<file path="src/rtl/adder_share_arbiter.sv">
// Round-robin arbiter that time-shares one external 8-bit ripple-carry adder
// among NREQ valid/ready requesters, holding each result until it is accepted.
module adder_share_arbiter #(
  parameter int NREQ       = 4,
  parameter int SETTLE_CYC = 2,
  localparam int IDW       = (NREQ > 1) ? $clog2(NREQ) : 1
) (
  input  logic              clk,
  input  logic              rst,
  input  logic [NREQ-1:0]   req_valid,
  output logic [NREQ-1:0]   req_ready,
  input  logic [8*NREQ-1:0] req_a,
  input  logic [8*NREQ-1:0] req_b,
  input  logic [NREQ-1:0]   req_cin,
  output logic [NREQ-1:0]   resp_valid,
  input  logic [NREQ-1:0]   resp_ready,
  output logic [7:0]        resp_sum,
  output logic              resp_cout,
  output logic [7:0]        adder_a,
  output logic [7:0]        adder_b,
  output logic              adder_cin,
  input  logic [7:0]        adder_sum,
  input  logic              adder_cout,
  output logic              busy,
  output logic [IDW-1:0]    grant_id
);

  localparam int            CW       = (SETTLE_CYC > 1) ? $clog2(SETTLE_CYC) : 1;
  localparam logic [CW-1:0] CNT_INIT = CW'(SETTLE_CYC - 1);

  typedef enum logic [1:0] {IDLE, ISSUE, RESP} state_e;

  state_e         state_q, state_d;
  logic [IDW-1:0] rr_ptr_q, rr_ptr_d;
  logic [IDW-1:0] grant_q, grant_d;
  logic [CW-1:0]  cnt_q, cnt_d;
  logic [7:0]     a_q, a_d, b_q, b_d, sum_q, sum_d;
  logic           cin_q, cin_d, cout_q, cout_d;

  logic           win_any;
  logic [IDW-1:0] win_id;

  function automatic logic [IDW-1:0] wrap_add(input logic [IDW-1:0] p, input int k);
    int s;
    s = int'(p) + k;
    if (s >= NREQ) s = s - NREQ;
    return IDW'(s);
  endfunction

  // Scan from the lowest priority down so the last hit is the requester closest to rr_ptr.
  always_comb begin
    win_any = 1'b0;
    win_id  = '0;
    for (int k = NREQ - 1; k >= 0; k--) begin
      if (req_valid[wrap_add(rr_ptr_q, k)]) begin
        win_any = 1'b1;
        win_id  = wrap_add(rr_ptr_q, k);
      end
    end
  end

  always_comb begin
    // NOTE: every signal gets a default first so no path leaves one unassigned (no latches).
    state_d    = state_q;
    rr_ptr_d   = rr_ptr_q;
    grant_d    = grant_q;
    cnt_d      = cnt_q;
    a_d        = a_q;
    b_d        = b_q;
    cin_d      = cin_q;
    sum_d      = sum_q;
    cout_d     = cout_q;
    req_ready  = '0;
    resp_valid = '0;
    case (state_q)
      IDLE: begin
        // Reset takes precedence: no requester may see a handshake that is then dropped.
        if (win_any && !rst) begin
          req_ready[win_id] = 1'b1;
          a_d      = req_a[8*int'(win_id) +: 8];
          b_d      = req_b[8*int'(win_id) +: 8];
          cin_d    = req_cin[win_id];
          grant_d  = win_id;
          rr_ptr_d = (win_id == IDW'(NREQ - 1)) ? '0 : win_id + 1'b1;
          cnt_d    = CNT_INIT;
          state_d  = ISSUE;
        end
      end
      ISSUE: begin
        if (cnt_q == '0) begin
          sum_d   = adder_sum;
          cout_d  = adder_cout;
          state_d = RESP;
        end else begin
          cnt_d = cnt_q - 1'b1;
        end
      end
      RESP: begin
        resp_valid[grant_q] = 1'b1;
        if (resp_ready[grant_q]) state_d = IDLE;
      end
      default: state_d = IDLE;
    endcase
  end

  always_ff @(posedge clk) begin
    if (rst) begin
      state_q  <= IDLE;
      rr_ptr_q <= '0;
      grant_q  <= '0;
      cnt_q    <= '0;
      a_q      <= '0;
      b_q      <= '0;
      cin_q    <= 1'b0;
      sum_q    <= '0;
      cout_q   <= 1'b0;
    end else begin
      // NOTE: non-blocking assignments so every flop samples the pre-edge values.
      state_q  <= state_d;
      rr_ptr_q <= rr_ptr_d;
      grant_q  <= grant_d;
      cnt_q    <= cnt_d;
      a_q      <= a_d;
      b_q      <= b_d;
      cin_q    <= cin_d;
      sum_q    <= sum_d;
      cout_q   <= cout_d;
    end
  end

  assign busy      = (state_q != IDLE);
  assign grant_id  = grant_q;
  assign adder_a   = a_q;
  assign adder_b   = b_q;
  assign adder_cin = cin_q;
  assign resp_sum  = sum_q;
  assign resp_cout = cout_q;

endmodule

</file>
<file path="config.mk">
export PLATFORM = sky130hd
export DESIGN_NAME = adder_share_arbiter
export DESIGN_NICKNAME = d
export VERILOG_FILES = /design/src/rtl/adder_share_arbiter.sv
export SDC_FILE = /design/constraint.sdc
export NUM_CORES = 1
export LEC_CHECK = 0
export BUFFER_PORTS_ARGS = -buffer_cell sky130_fd_sc_hd__clkbuf_2
export CORE_AREA = 2 2 72 74
export DETAILED_ROUTE_END_ITERATION = 16
export DIE_AREA = 0 0 74 76
export PLACE_DENSITY_LB_ADDON = 0.12
export REMOVE_ABC_BUFFERS = 1
export SYNTH_ARGS = -nofsm -noshare
export SYNTH_HDL_FRONTEND = slang
export SYNTH_SLANG_ARGS = --single-unit
</file>
<file path="constraint.sdc">
create_clock -name clk -period 2.2 [get_ports clk]
set_input_delay 0.22 -clock clk [delete_from_list [all_inputs] [get_ports clk]]
set_output_delay 0.22 -clock clk [all_outputs]
set_load 0.01 [all_outputs]
</file>
==> results.json <==
{
  "placed_area_mm2": 0.002606,
  "htree_levels": 2,
  "hold_start": "adder_sum[2]",
  "dp_cells": 416,
  "synth_common_cells": "dfxtp_1 (33), mux2i_1 (24), nor2_1 (24)",
  "start_kind": "flip-flop",
  "cts_buffers": 5,
  "required_ns": 1.98,
  "die_area_mm2": 0.005624,
  "wl_per_cell_um": 12.78,
  "tightest_slew_ns": 0.5027,
  "fin_crit_ns": 2.130,
  "setup_viol": 0,
  "fin_nets": 441,
  "insertion_delay_ns": 0.28,
  "regArea_um2": 661.9,
  "max-cap-violations": 0,
  "yosys_warnings": 0,
  "finalHoldViolations": 0,
  "finalCritPeriodShare_pct": 96.84,
  "ys_ff_latch": 33,
  "vias": 2066,
  "cp_slowest_cell": "or4b_4",
  "path_depth": 7,
  "crit_family": "simple AND/OR/NAND/NOR gates",
  "grt_pass1_wl_mm": 8.583,
  "post-dp-hpwl_mm": 4.180,
  "stdcell_count": 424,
  "end_kind": "output port",
  "grt_start_max_net_pins": 16,
  "port_buffers": 123,
  "chipHeight_um": 76,
  "cts_tree": "yes",
  "gr-total-overflow": 0,
  "hp-class": "input pin to flip-flop",
  "endpoint": "req_ready[3]",
  "track_usage_pct": 19.20,
  "synth_edf_count": 0,
  "yosys-top-cells-area": "dfxtp_1 (36%), mux2i_1 (13%), o211ai_1 (6.9%), a21o_1 (5.3%), nand3_1 (4.9%)",
  "cp.arrival_ns": 1.91,
  "clock_sinks": 33,
  "coreArea_mm2": 0.004912,
  "drt_first_pass_iters": 4,
  "fin_area_mm2": 0.002723,
  "clkSlewWorstSetupHoldPaths_ns": 0.08,
  "ys_seq_area_share_pct": 35.70,
  "leakagePower_nw": 1.338,
  "syn-mean-instance-area_um2": 8.298,
  "r2r_cells": 5,
  "die_width_um": 74,
  "synth-async-reset-ratio_pct": 0,
  "synth_ff_type": "dfxtp_1",
  "worst_r2r_startpoint": "rr_ptr_q[0]",
  "root_buffer": "clkbuf_8",
  "multi_input_area_mm2": 0.001135,
  "initial_utilization_pct": 37.67,
  "synth.distinct_cells": 35,
  "final_antenna_net_count": 0,
  "area_delta_synth_final_pct": 47.13,
  "holdBufCountCts": 0,
  "grt_pass1_vias": 1919,
  "synth_top_cell_by_area": "dfxtp_1",
  "num_rows": 26,
  "syn-cell-area_mm2": 0.001851,
  "cts_buffer_depth": 2,
  "startpoint": "rr_ptr_q[0]",
  "slew_viol_final": 0,
  "insertedDiodeCount": 0,
  "vias_per_cell": 4.873,
  "slowest_delay_ns": 0.54,
  "r2r-end": "adder_b[7]",
  "pin_count": 124,
  "slew_headroom_pct": 66.18,
  "r2r_setup_slack_ns": 0.38,
  "cp.buffers_inverters": 2,
  "grt_setup_unrepaired": "false",
  "gp_congestion": 0.7574,
  "drive_above_1_share_pct": 44.92,
  "cp_cell_sequence": "nor2b_1 > or4b_4 > and2_4 > inv_2 > ha_1 > and2_1 > clkbuf_2",
  "fill_cells": 488,
  "critPathMaxFanout": 9,
  "yosysTopAreaCellShare_pct": 35.70,
  "power_density_mw_per_mm2": 769.4,
  "remaining_drc_errors": 0,
  "path_class": "flip-flop to output port",
  "drtIter0Drc": 117,
  "fmax_ghz": 0.4694,
  "synthCells": 223,
  "status": "finished, final reports clean",
  "ir_worst_vdd_v": 0.0003586,
  "drt-total-wl_mm": 5.420,
  "synthMostInstantiatedCell": "dfxtp_1",
  "power_mw": 2.095,
  "antenna_found_initial": 0,
  "skew_ns": 0.005149
}
## worst min-delay path, delay by kind of cell
family,cells,cell delay (ns)
buf+inv,1,0.08
simple gates,1,0.07
mux,1,0.05
## worst min path at each step
stage | end | slack, ns | cells past startpoint
global route | resp_sum[1] | 0.18 | 3
finish | resp_sum[2] | 0.17 | 3
CTS | resp_sum[6] | 0.16 | 3
detailed placement | adder_b[1] | 0.45 | 1
global placement | resp_sum[5] | 0.45 | 3
floorplan | grant_id[1] | 0.29 | 1
## sequential cells by signal (all words and copies together) (netlist names)
register,flops
adder_a,8
adder_b,8
cnt_q,1
rr_ptr_q,2
resp_cout,1
resp_sum,8
state_q,2
grant_id,2
adder_cin,1
## layout make-up
type,count,area share (%)
inverter,5,0.6893
sequential,33,24.31
clock buffer,5,2.528
clock inverter,3,0.8272
multi-input combinational,170,41.68
tap,70,3.217
timing repair buffer,138,26.75
## power breakdown
part | total, mW | leakage, nW | switching, mW | internal [mW]
registers | 0.784 | 0.272 | 0.0736 | 0.711
logic | 0.847 | 1.03 | 0.443 | 0.404
clock network | 0.464 | 0.0364 | 0.242 | 0.222
## kinds of logic (layout without fill, tap and decap cells)
logic type               after synthesis  count (layout)  synth area share, %
AO/OA/AOI/OAI                         60              60                23.46
adder cells (fa/ha/maj)                1               1               0.6760
flip-flops                            33              33                35.70
AND/OR/NAND/NOR                       84              84                21.30
buffers and inverters                 20             151                4.665
multiplexers                          25              25                14.20
## metrics by stage
stage	setup slack (ns)	utilization, %	hold WS, ns	TNS [ns]
finish	0.06958	55.43	0.1678	0
global route	0.002597	55.43	0.1761	0
CTS	0.02285	55.20	0.1574	0
detailed placement	0.2605	53.06	0.4539	0
global placement	0.2966	53.06	0.4516	0
floorplan	-0.3693	-	0.2924	-4.319
## routing by layer
layer / vias to the layer above / part of all wire, % / track usage [%]
li1: 1063 / - / -
met4: 0 / 0.89 / 5.818
met3: 4 / 6.1 / 4.762
met1: 924 / 46 / 25.37
met5: - / 0 / 0
met2: 75 / 47 / 30.54
## repair_timing
item | CTS | global route
setup buffers | 0 | 0
setup endpoints to repair | 2 | 4
pin swaps | 0 | 0
resized for setup | 3 | 3
## cells in the final DEF (no fill, tap or decap), types with 5 or more instances in the layout
master,n
o211ai_1,17
nand3_1,17
clkbuf_2,123
dfxtp_1,32
nor2_1,23
o21ai_0,13
nand2_1,20
nor2b_1,7
clkbuf_8,5
a21o_1,13
a211o_1,5
mux2i_1,24
buf_4,15
No activity file was read; power rests on OpenSTA's default activity.
